<file path="src/rtl/if_fetch_stage_pkg.sv">
// Shared core constants and opcode encodings used by the fetch stage.
package if_fetch_stage_pkg;

    localparam int          XLEN             = 32;
    localparam logic [31:0] RESET_PC_DEFAULT = 32'h4000_0000;

    localparam logic [6:0]  OPC_LUI    = 7'b0110111;
    localparam logic [6:0]  OPC_AUIPC  = 7'b0010111;
    localparam logic [6:0]  OPC_JAL    = 7'b1101111;
    localparam logic [6:0]  OPC_JALR   = 7'b1100111;
    localparam logic [6:0]  OPC_BRANCH = 7'b1100011;
    localparam logic [6:0]  OPC_OP_IMM = 7'b0010011;

    // addi x0, x0, 0
    localparam logic [31:0] INST_NOP = 32'h0000_0013;

    typedef enum logic [1:0] {
        REDIR_NONE,
        REDIR_EXEC,
        REDIR_JAL
    } redir_src_e;

    function automatic logic is_jal(input logic [6:0] opcode);
        return opcode == OPC_JAL;
    endfunction

endpackage

</file>
<file path="src/rtl/if_fetch_stage_fifo2.sv">
// if_fifo2: two-entry {pc, inst} buffer between IMEM response and decode.
module if_fifo2
    import if_fetch_stage_pkg::*;
#(
    parameter int WIDTH = XLEN
) (
    input  logic             clk,
    input  logic             rst_n,
    input  logic             flush,
    input  logic             push,
    input  logic [WIDTH-1:0] push_pc,
    input  logic [WIDTH-1:0] push_inst,
    input  logic             pop,
    output logic             head_valid,
    output logic [WIDTH-1:0] head_pc,
    output logic [WIDTH-1:0] head_inst,
    output logic [1:0]       count
);

    logic [WIDTH-1:0] pc_mem   [2];
    logic [WIDTH-1:0] inst_mem [2];
    logic             rd_ptr;
    logic             wr_ptr;
    logic [1:0]       count_q;
    logic             do_push;
    logic             do_pop;

    // A push into a full buffer is only legal when the head leaves on the same edge.
    assign do_pop  = pop && (count_q != 2'd0);
    assign do_push = push && ((count_q != 2'd2) || do_pop);

    assign head_valid = (count_q != 2'd0);
    assign head_pc    = pc_mem[rd_ptr];
    assign head_inst  = inst_mem[rd_ptr];
    assign count      = count_q;

    always_ff @(posedge clk or negedge rst_n) begin
        if (!rst_n) begin
            rd_ptr      <= 1'b0;
            wr_ptr      <= 1'b0;
            count_q     <= 2'd0;
            pc_mem[0]   <= '0;
            pc_mem[1]   <= '0;
            inst_mem[0] <= '0;
            inst_mem[1] <= '0;
        end else if (flush) begin
            rd_ptr  <= 1'b0;
            wr_ptr  <= 1'b0;
            count_q <= 2'd0;
        end else begin
            if (do_push) begin
                pc_mem[wr_ptr]   <= push_pc;
                inst_mem[wr_ptr] <= push_inst;
                wr_ptr           <= ~wr_ptr;
            end
            if (do_pop) begin
                rd_ptr <= ~rd_ptr;
            end
            count_q <= count_q + {1'b0, do_push} - {1'b0, do_pop};
        end
    end

endmodule

</file>
<file path="src/rtl/if_fetch_stage.sv">
// RV32I instruction fetch stage: PC tracking, IMEM issue, 2-deep buffer, redirect squash.
// Optional JAL predecode redirect enabled by defining IF_JAL_PREDECODE_EN.
module if_fetch_stage
    import if_fetch_stage_pkg::*;
#(
    parameter int               WIDTH    = XLEN,
    parameter logic [WIDTH-1:0] RESET_PC = WIDTH'(RESET_PC_DEFAULT)
) (
    input  logic             clk,
    input  logic             rst_n,
    output logic             imem_en,
    output logic [WIDTH-1:0] imem_addr,
    input  logic [WIDTH-1:0] imem_rdata,
    input  logic             redirect_valid,
    input  logic [WIDTH-1:0] redirect_pc,
    output logic             out_valid,
    input  logic             out_ready,
    output logic [WIDTH-1:0] out_pc,
    output logic [WIDTH-1:0] out_inst
);

    localparam logic [WIDTH-1:0] ALIGN_MASK = ~(WIDTH'(3));
    localparam logic [WIDTH-1:0] PC_STEP    = WIDTH'(4);

    logic [WIDTH-1:0] pc_q;
    logic [WIDTH-1:0] resp_pc_q;
    logic             inflight_q;
    logic             stale_q;

    logic             head_valid;
    logic [WIDTH-1:0] head_pc;
    logic [WIDTH-1:0] head_inst;
    logic [1:0]       fifo_count;

    logic [WIDTH-1:0] redirect_base;
    logic             pending;
    logic             push;
    logic             pop;
    logic [2:0]       occupancy;
    logic             jal_hit;
    logic [WIDTH-1:0] jal_target;
    redir_src_e       redir_src;

    assign redirect_base = redirect_pc & ALIGN_MASK;

    // A response arriving under an execute redirect belongs to the wrong path.
    assign pending = inflight_q && !stale_q;
    assign push    = pending && !redirect_valid;
    assign pop     = head_valid && out_ready && !redirect_valid;

    // Reserve a slot for every response that will land before the next issue returns.
    assign occupancy = {1'b0, fifo_count} + {2'b00, pending} - {2'b00, pop};

    assign imem_en   = rst_n && (redirect_valid || (occupancy < 3'd2));
    assign imem_addr = redirect_valid ? redirect_base : pc_q;

`ifdef IF_JAL_PREDECODE_EN
    logic [WIDTH-1:0] jal_imm;

    assign jal_imm    = {{(WIDTH-20){imem_rdata[31]}}, imem_rdata[19:12], imem_rdata[20],
                         imem_rdata[30:21], 1'b0};
    assign jal_hit    = push && is_jal(imem_rdata[6:0]);
    assign jal_target = resp_pc_q + jal_imm;
`else
    assign jal_hit    = 1'b0;
    assign jal_target = pc_q;
`endif

    always_comb begin
        redir_src = REDIR_NONE;
        if (redirect_valid) begin
            redir_src = REDIR_EXEC;
        end else if (jal_hit) begin
            redir_src = REDIR_JAL;
        end
    end

    always_ff @(posedge clk or negedge rst_n) begin
        if (!rst_n) begin
            pc_q       <= RESET_PC;
            resp_pc_q  <= '0;
            inflight_q <= 1'b0;
            stale_q    <= 1'b0;
        end else begin
            inflight_q <= imem_en;
            resp_pc_q  <= imem_addr;
            unique case (redir_src)
                REDIR_EXEC: begin
                    pc_q    <= redirect_base + PC_STEP;
                    stale_q <= 1'b0;
                end
                REDIR_JAL: begin
                    // The sequential word issued alongside the JAL is now wrong-path.
                    pc_q    <= jal_target;
                    stale_q <= imem_en;
                end
                default: begin
                    if (imem_en) begin
                        pc_q <= pc_q + PC_STEP;
                    end
                    stale_q <= 1'b0;
                end
            endcase
        end
    end

    if_fifo2 #(
        .WIDTH(WIDTH)
    ) u_fifo (
        .clk       (clk),
        .rst_n     (rst_n),
        .flush     (redirect_valid),
        .push      (push),
        .push_pc   (resp_pc_q),
        .push_inst (imem_rdata),
        .pop       (pop),
        .head_valid(head_valid),
        .head_pc   (head_pc),
        .head_inst (head_inst),
        .count     (fifo_count)
    );

    assign out_valid = head_valid;
    assign out_pc    = head_valid ? head_pc : '0;
    assign out_inst  = head_valid ? head_inst : WIDTH'(INST_NOP);

endmodule

</file>
<file path="config.mk">
export PLATFORM = sky130hd
export DESIGN_NAME = if_fetch_stage
export DESIGN_NICKNAME = d
export VERILOG_FILES = /design/src/rtl/if_fetch_stage_pkg.sv /design/src/rtl/if_fetch_stage_fifo2.sv /design/src/rtl/if_fetch_stage.sv
export SDC_FILE = /design/constraint.sdc
export NUM_CORES = 1
export LEC_CHECK = 0
export CAP_MARGIN = 20
export CORE_MARGIN = 2
export CORE_UTILIZATION = 40
export DETAILED_ROUTE_END_ITERATION = 7
export GPL_ROUTABILITY_DRIVEN = 0
export PLACE_DENSITY = 0.66
export SETUP_SLACK_MARGIN = 0.05
export SLEW_MARGIN = 10
export SYNTH_ARGS = -nofsm -noshare
export SYNTH_HDL_FRONTEND = slang
export SYNTH_SLANG_ARGS = --single-unit
</file>
<file path="constraint.sdc">
create_clock -name clk -period 7.2 [get_ports clk]
set_clock_uncertainty 0.05 [all_clocks]
set_input_delay 1.44 -clock clk [delete_from_list [all_inputs] [get_ports clk]]
set_output_delay 1.44 -clock clk [all_outputs]
set_load 0.02 [all_outputs]
</file>
Word-level counts from Yosys, hierarchy flattened
Cells that the tools add are included.
- flip-flop bits (word level): 198
- bits of input ports: 68
- output and inout port bits: 98
- word-level logic and storage cells: 70
- $add $sub $neg: 6
- $lt $le $gt $ge: 4
- eq/ne operators: 3
- multiplexer cells: 22
- bitwise logic cells: 6
- reductions and logical operators: 18
- operators by type and width (kind ; number):
    32-bit two-way mux ; 11
    64-bit bitwise mux ; 2
    32-bit by 3-bit adder with 32-bit output, second input constant ; 2
    32-bit case mux with 2 select lines ; 1
    32-bit demux with 1-bit select ; 1
    1-bit logical AND ; 8
    2-bit nonzero test ; 4
    1-bit two-way mux ; 6
    2-bit greater-or-equal comparator, second input constant ; 2
    1-bit NOT ; 4
    1-bit NOT with 2-bit output ; 2
    2-bit AND reduction ; 2
    2-bit by 1-bit adder with 3-bit output ; 1
    3-bit by 2-bit less-than comparator with 1-bit output, second input constant ; 1
    3-bit by 1-bit subtractor with 3-bit output ; 1
    2-bit by 1-bit adder with 2-bit output ; 1
    1-bit by 2-bit == test with 1-bit output, second input constant ; 1
    1-bit logical NOT ; 2
    1-bit logical OR ; 2
    2-bit by 1-bit less-than comparator with 1-bit output, second input constant ; 1
    2-bit two-way mux ; 1
    2-bit inequality test, second input constant ; 1
    2-bit by 1-bit subtractor with 2-bit output ; 1
    1-bit == test, second input constant ; 1

Depth between registers and ports, before layout
Gate-level depths: netlist of run 1.
- depth after elaboration: 9
- depth in mapped cells: 14
- gate-level depth less buffers: 12

Modules after synthesis
Synthesis of run 1 repeated with hierarchy kept, for this count alone.
- cells, all modules: 758
- area, all modules: 9788.1 µm²
- by module, submodules not included (module ; instances ; cells each ; area each (µm²) ; sequential area each (µm²)):
    if_fifo2 ; 1 ; 364 ; 5975.7 ; 3303.2
    if_fetch_stage ; 1 ; 394 ; 3812.4 ; 1527.7

Worst setup path before layout of run 1
OpenSTA, ideal clock, no wires.
- kind: input to output
- from: input redirect_valid
- to: output imem_en
- arrival time: 3.613 ns
- data required time: 5.710 ns
- slack: 2.097 ns
- stages: 11
- path buffers: 4
- path through: buf_6 -> buf_4 -> buf_2 -> clkbuf_1 -> nor2_1 -> ha_1 -> nand2b_1 -> fa_1 -> xnor2_1 -> and2_1 -> o21a_1
- longest elaborated chain between the ends: 6
- RTL lines (element ; RTL line ; RTL):
    start: declaration ; if_fetch_stage.sv:14 ; input logic redirect_valid,
    1-bit logical NOT ; if_fetch_stage.sv:49 ; assign pop = head_valid && out_ready && !redirect_valid;
    1-bit logical AND ; if_fetch_stage.sv:49 ;
    3-bit by 1-bit subtractor with 3-bit output ; if_fetch_stage.sv:52 ; assign occupancy = {1'b0, fifo_count} + {2'b00, pending} - {2'b00, pop};
    3-bit by 2-bit less-than comparator with 1-bit output ; if_fetch_stage.sv:54 ; assign imem_en = rst_n && (redirect_valid || (occupancy < 3'd2));
    1-bit logical OR * ; if_fetch_stage.sv:54 ;
    1-bit logical AND * ; if_fetch_stage.sv:54 ;
    end: declaration ; if_fetch_stage.sv:11 ; output logic imem_en,
Every way passes the cells marked *; elsewhere a longest branch is shown, timed or not.

Worst setup path in the final report of run 1
- from: input out_ready
- to: output imem_en
- longest elaborated chain between the ends: 6
- RTL lines (element ; RTL line ; RTL):
    start: declaration ; if_fetch_stage.sv:17 ; input logic out_ready,
    1-bit logical AND (2 in a row) ; if_fetch_stage.sv:49 ;
    3-bit by 1-bit subtractor with 3-bit output ; if_fetch_stage.sv:52 ;
    3-bit by 2-bit less-than comparator with 1-bit output ; if_fetch_stage.sv:54 ;
    1-bit logical OR ; if_fetch_stage.sv:54 ;
    1-bit logical AND ; if_fetch_stage.sv:54 ;
Every way passes these cells.

==> results.txt, run 1 <==
- The flow ran to the end, and the final reports show no timing, DRC or antenna violations.
- Drt first-iter violations: 230
- The H-tree was split into 4 levels.
- Yosys printed 0 warnings.
* Wire length of the first global-routing pass: 34,090 um
- Netlist area before placement: approximately 9000 um^2
- Slew @ Worst Pin: slightly above 1 ns
- Total Die Area: around 24,000 um^2
- The smallest clock period supported by the final layout is computed as 5.487 ns.
* Sinks on Clock Net: roughly 190
- STA puts the critical path data required time at 5.71 ns.
- Across every metal layer, demand over resource in global routing totals between 10% and 20%.
- Area share of the largest cell type after synthesis: around 52%
- Gate Count Post-Synth: approximately 730
- The initial utilization of the core area, before any placement, comes to about two fifths.
- Multi-input gate area in the final layout: about 4000 um^2
- Most frequent standard cell in the layout excluding fill and tap cells: sky130_fd_sc_hd__dfrtp_1
* Max transition margin: 31.35%
- TritonCTS built the clock tree.
* Critical path peak fanout: 3
- Area growth from synthesis to final layout: 26.39%
- Setup Crit Path Kind: in2out
- The worst setup path is captured at an output port.
- Vias after detailed routing: 6,104
- Final Routed Wirelength: 20,480 um
- The detail route stage leaves a number of antenna-violating nets equal to 0.
- Synth area leaders: sky130_fd_sc_hd__dfrtp_1 52%, sky130_fd_sc_hd__mux2_2 18%, sky130_fd_sc_hd__mux2i_1 7.7%
- The clock passes through at most 2 buffers.
- The via count of the first global-routing pass was 6,391.
- After clock tree synthesis, the setup repair step added 0 buffers.
- The finished cells cover 11,370 um^2.
- I/O pin cnt: 166
- Layout cell share with drive strength beyond 1: a little under a quarter
- Final count of hold timing violations: 0
* Filler cell count: approximately 1,900
- Depth of the most critical reg-to-reg path: 10
* Drt first pass iters: 4
- Cts-stage hold buffer count: 0
* Core region area: ~22,000 um^2
- The number of slew-limit violations in the final report came to 0.
* Post-synth ARST share: 100.0%
- Unrepaired setup endpoints after global routing: no
- Mean instance size in the synthesized netlist: approximately 12 um^2
- Highest clock frequency the design can meet: 182.3 MHz
- In the finished design, the share of the clock period the worst path needs comes to around 76%.
- Number of library cell types mapped by synthesis: 61
- For this run the aggregate overflow at the end of global routing stands at 0.
- Sequential area share after synthesis: 52.56%
* Total CTS buffers: 17
- In this run, post-CTS repair resized a total of 0 instances.
- Library cell used as clock root buffer: sky130_fd_sc_hd__clkbuf_16
- During placement, the flow inserted port buffers numbering approximately 160.
* Vert. Die Dim: between 150 and 200 um
- The most used flip-flop cell after synthesis is sky130_fd_sc_hd__dfrtp_1.
- Max_cap viols: 0
- For this run, design rule violations remaining after detail routing come to 0.
- Diodes inserted: 0
- Entering global routing, the biggest net connects 74 pins.
* Type of the worst min-delay path: reg2reg
- In this run the horizontal extent of the chip is ~150 um.
* Synth Register Bits: around 190
- Final HPWL DP: 13,680 um
- In this run the power density over the cells is around 430 nW/um^2.
* Start point of the critical path: out_ready
* # nets final: 950
* Clock Latency Late Sink: 0.42 ns
- The floorplan has 54 rows.
- Data arrival at the endpoint of the critical path: about 4 ns
* Depth of the worst hold-timing path: 2
* Detailed-route vias per instance: about 5.2
- In the final layout, flip-flops and latches occupy 4735 um^2.
- Number of enable-type register cells in the synthesized netlist: 0
- CP startpoint kind: primary input
- The largest total area in the synthesized netlist belongs to sky130_fd_sc_hd__dfrtp_1.
* Clock-pin slew on the worst setup and hold paths: around 0.07 ns
- Antenna violations before repair: 0
- Static Leakage: 0.004632 uW
* Worst hold start: jal_target[30]$_DFFE_PN1P_
* Placed Area: approximately 11,000 um^2
* Routed wire length per instance: between 15 and 20 um
* Setup TNS Final: 0 ns
- Leading cell types in the layout, fill and taps excluded: 187 x sky130_fd_sc_hd__dfrtp_1, 157 x sky130_fd_sc_hd__clkdlybuf4s50_1, 146 x sky130_fd_sc_hd__mux2_2
- The startpoint identified for the worst register-to-register timing path is u_fifo.count[1]$_DFF_PN0_.
- IR analysis of the VDD net gives a maximum drop of 0.1971 mV.
- Setup-violating endpoint count in the final report: 0
==> final cells by class <==
class / count / area share (%)
sequential: 189 / 41.62
multi-input combinational: 490 / 35.35
timing repair buffer: 168 / 14.64
clock buffer: 18 / 3.861
tap: 280 / 3.080
clock inverter: 14 / 1.078
inverter: 11 / 0.3630
==> worst paths after layout <==
| check | end | slack [ns] |
|---|---|---|
| setup / recovery | imem_en | 1.71 |
| min in group asynchronous | u_fifo.inst_mem[14]$_DFFE_PN0P_ | 0.95 |
| hold / removal | jal_target[30]$_DFFE_PN1P_ | 0.42 |
| setup reg to reg | jal_target[20]$_DFFE_PN0P_ | 3.92 |
| max in group asynchronous | u_fifo.rd_ptr$_DFFE_PN0P_ | 4.86 |
| hold reg to reg | jal_target[30]$_DFFE_PN1P_ | 0.42 |
==> through the flow <==
step / total power [uW] / instances / setup WS, ns / util, % / hold slack, ns
after floorplan: 3226 / 737 / 2.097 / - / 0.3946
after global placement: 3999 / 1137 / 1.725 / 49.17 / 0.4104
after detailed placement: 4046 / 1137 / 1.688 / 49.17 / 0.4108
after CTS: 4960 / 1169 / 1.699 / 51.73 / 0.4215
after global routing: 5244 / 1170 / 1.551 / 51.80 / 0.4605
final: 4901 / 1170 / 1.713 / 51.80 / 0.4192
==> flip-flops by register name (all words and copies together), names as in the netlist <==
register         flops
inflight_q           1
jal_target          30
resp_pc_q           30
u_fifo.count         2
u_fifo.inst_mem     64
u_fifo.pc_mem       60
u_fifo.rd_ptr        1
u_fifo.wr_ptr        1
==> synth_stat cells (11+ instances only) <==
cell type / count
sky130_fd_sc_hd__mux2_2: 146
sky130_fd_sc_hd__nand4_1: 12
sky130_fd_sc_hd__clkbuf_1: 22
sky130_fd_sc_hd__xnor2_1: 12
sky130_fd_sc_hd__dfrtp_1: 188
sky130_fd_sc_hd__nand3_1: 11
sky130_fd_sc_hd__mux2i_1: 69
sky130_fd_sc_hd__a21oi_1: 24
sky130_fd_sc_hd__nand2_1: 29
sky130_fd_sc_hd__inv_1: 11
sky130_fd_sc_hd__nor2_1: 84
sky130_fd_sc_hd__buf_2: 11
==> cell families after synthesis <==
kind of cell / share of synthesized area [%]
muxes: 25.94
and+or+nand+nor: 10.52
DFF: 52.57
AOI/OAI and AO/OA: 4.838
xor gates and xnor gates: 2.141
other: 0.04167
adders and majority gates: 0.7786
buffers and inverters: 3.170
==> layer usage <==
metal / share of wire [%] / GRT usage, %
met1: 48 / 24.42
met2: 46 / 29.13
met3: 4.5 / 3.805
met4: 2.0 / 6.053
met5: 0 / 0
==> worst max-delay path, cell delays in order <==
cell and delay (ns):
sky130_fd_sc_hd__clkdlybuf4s50_1 0.47, sky130_fd_sc_hd__nand2_1 0.10, sky130_fd_sc_hd__nor2_1 0.11, sky130_fd_sc_hd__ha_1 0.23
sky130_fd_sc_hd__nand2b_1 0.15, sky130_fd_sc_hd__fa_1 0.38, sky130_fd_sc_hd__xnor2_1 0.17, sky130_fd_sc_hd__and2_1 0.19
sky130_fd_sc_hd__o21a_1 0.13, sky130_fd_sc_hd__clkdlybuf4s50_1 0.62
==> where the power goes <==
group | total, uW | switching, uW | internal (uW)
combinational | 2130 | 1050 | 1080
sequential | 1870 | 309 | 1560
clock | 903 | 438 | 465
Power figures use the tool's default switching activity.
==> inputs of run 2 (changes only) <==
==> constraint.sdc (replaced) <==
create_clock -name clk -period 5.2 [get_ports clk]
set_clock_uncertainty 0.05 [all_clocks]
set_input_delay 1.04 -clock clk [delete_from_list [all_inputs] [get_ports clk]]
set_output_delay 1.04 -clock clk [all_outputs]
set_load 0.02 [all_outputs]
==> run 2 against run 1 <==
Critical path type unchanged. Critical endpoint unchanged. Global-route usage down 0.41 points. Combinational power up 38%. Clock power up 44%. Largest cell class unchanged. Wire length up 0.36%. Largest power group unchanged.
==> results.txt, run 2 (synthesized netlist as in run 1, its figures left out) <==
* Leading cell types in the layout, fill and taps excluded: 187 x sky130_fd_sc_hd__dfrtp_1, 157 x sky130_fd_sc_hd__clkdlybuf4s50_1, 146 x sky130_fd_sc_hd__mux2_2
* Cell-by-cell trace of the critical path: clkdlybuf4s50_1, nand2_1, nor2_1, ha_1, nand2b_1, fa_1, xnor2_1, and2_1, o21a_1, clkdlybuf4s50_1
* Total Die Area: approximately 24,000 um^2
- Final count of hold timing violations: 0
* Multi-input gate area in the final layout: between 4000 and 5000 um^2
* # nets final: roughly 950
* Static Leakage: between 0.004 and 0.005 uW
- Slew @ Worst Pin: ~0.95 ns
- The register with the most flip-flops in the layout has 64 of them.
- Sinks on Clock Net: 189
* Critical path peak fanout: 3
- Most prevalent standard cell on the critical path: sky130_fd_sc_hd__clkdlybuf4s50_1
* Required time at the endpoint of the critical path: just over 4 ns
- The worst-case IR drop observed on VDD is 0.2730 mV.
- Total grt overflow: 0
- The first global-routing pass estimated between 30,000 and 40,000 um of wire.
- The floorplan has 54 rows.
* Setup Crit Path Kind: in2out
- Detailed-route vias per instance: between 5 and 6
- Biggest register: u_fifo.inst_mem
- Highest clock frequency the design can meet: roughly 210 MHz
* Vias after detailed routing: 6,148
- Max transition margin: 36.62%
- Registers take between 4000 and 5000 um^2.
- For this block, the initial DRC count from the detailed router was 341.
- Count of pins over their slew limit: 0
* Final Routed Wirelength: approximately 21,000 um
- After filler insertion, the fill cell instance count of the layout stands at between 1,500 and 2,000.
- For this run, design rule violations remaining after detail routing come to 0.
* Starting utilization of the core area: between 40% and 50%
* Number of gates resized after cts: 0
* CTS tree: yes
- No sink is reached through more buffers than the 2 on the longest clock path.
* Unrepaired setup endpoints after global routing: no
- Adding up every negative setup slack in the final design gives 0 ns.
- Clock Latency Late Sink: 0.42 ns
- Setup-violating endpoint count in the final report: 0
- Die Wd: 154 um
- Library cell contributing the largest single delay on the critical path: sky130_fd_sc_hd__clkdlybuf4s50_1
* Most frequent standard cell in the layout excluding fill and tap cells: sky130_fd_sc_hd__dfrtp_1
* Vert. Die Dim: 154 um
- Core region area: about 22,000 um^2
- Global Route Usage Sum: 17.67%
* Placed Area: between 10,000 and 15,000 um^2
* Minimum clock period after layout: around 4.7 ns
* Type of the worst min-delay path: in2async
- Clock-pin slew was measured on the worst setup and hold paths at around 0.070 ns.
- Fin crit share: about 90%
- The initial antenna violation count is 0.
* Post-CTS repair timing setup buffer count: 0
- Power density of the placed cells: 598.6 nW/um^2
* Layout cell share with drive strength beyond 1: a little under a quarter
- Summed area of non-filler cells in the final layout: around 11,000 um^2
- Port Buffers: between 150 and 200
* Cts-stage hold buffer count: 0
* Max_cap viols: 0
- The first detailed-routing pass ran for 4 iterations.
- Via count of the first global-routing pass: 6,144
* I/O pin cnt: approximately 170
* Kind of end point of the critical path: output port
- Number of levels in the clock H-tree: 4
- Routed wire length per instance: roughly 18 um
* Biggest cell delay along the critical path: 0.62 ns
- Status: finished clean
- Depth of the most critical reg-to-reg path: 12
- The largest registers in the layout are u_fifo.inst_mem (64), u_fifo.pc_mem (60).
- CP startpoint kind: primary input
- Area growth from synthesis to final layout: 27.19%
- For flop-to-flop paths, the worst setup slack is between 2 and 2.5 ns.
- Total CTS buffers: 17
- Count of nets left with antenna violations after detail routing: 0
- Clock tree synthesis selected as its root buffer the cell sky130_fd_sc_hd__clkbuf_16.
* Diodes inserted: 0
* Data arrival at the endpoint of the critical path: between 3 and 4 ns
- Entering global routing, the biggest net connects between 70 and 80 pins.
- The HPWL after detailed placement is about 14,000 um.
-- run 2: changes by cell type in the layout (fill, tap and decap cells not counted) --
cell                        delta
sky130_fd_sc_hd__buf_12        +2
sky130_fd_sc_hd__buf_4         +3
sky130_fd_sc_hd__buf_8         -1
sky130_fd_sc_hd__bufinv_16     +1
sky130_fd_sc_hd__clkinv_2      -1
sky130_fd_sc_hd__clkinv_4      +1
sky130_fd_sc_hd__inv_6         -1
-- run 2: area by class of cell --
type / instances / share of cell area, %
Timing Repair Buffer: 172 / 14.96
Clock buffer: 18 / 3.836
Inverter: 11 / 0.3607
Multi-Input combinational cell: 490 / 35.13
Sequential cell: 189 / 41.36
Tap cell: 280 / 3.060
Clock inverter: 14 / 1.290
-- run 2: per-layer routing --
metal  vias to the layer above  wire [um]  track usage (%)
met2                       136       9590            27.87
met5                         -          0                0
met3                        16        836            3.805
met1                      3106       9862            24.87
met4                         0        264            4.539
li1                       2890          -                -
-- run 2: where the power goes --
| part | internal, uW | switching [uW] |
|---|---|---|
| Combinational | 1510 | 1450 |
| Clock | 693 | 609 |
| Sequential | 2160 | 437 |
-- run 2: worst max-delay path, delay by kind of cell --
family	cells	cell delay, ns
buffers and inverters	2	1.10
adder cells (fa/ha/maj)	2	0.60
AND/OR/NAND/NOR	4	0.55
XOR/XNOR	1	0.19
AO/OA/AOI/OAI	1	0.14
-- run 2: path summary, 6_finish.rpt --
path / startpoint / endpoint
max: out_ready / imem_en
min: rst_n / u_fifo.inst_mem[8]$_DFFE_PN0P_
max reg2reg: u_fifo.count[1]$_DFF_PN0_ / jal_target[6]$_DFFE_PN0P_
min reg2reg: jal_target[30]$_DFFE_PN1P_ / jal_target[30]$_DFFE_PN1P_
max in group asynchronous: rst_n / u_fifo.pc_mem[13]$_DFFE_PN0P_
min in group clk: jal_target[30]$_DFFE_PN1P_ / jal_target[30]$_DFFE_PN1P_
-- run 2: stage by stage --
step | util (%) | worst slack [ns] | hold slack [ns] | power, uW | std cells
4_1_cts | 52.04 | 0.4822 | 0.3979 | 6946 | 1173
2_1_floorplan | - | 0.8968 | 0.3946 | 4467 | 737
3_5_place_dp | 49.37 | 0.4969 | 0.4116 | 5615 | 1141
5_1_grt | 52.13 | 0.3350 | 0.3933 | 7306 | 1174
3_3_place_gp | 49.37 | 0.5205 | 0.4106 | 5551 | 1141
6_report | 52.13 | 0.4991 | 0.4099 | 6852 | 1174
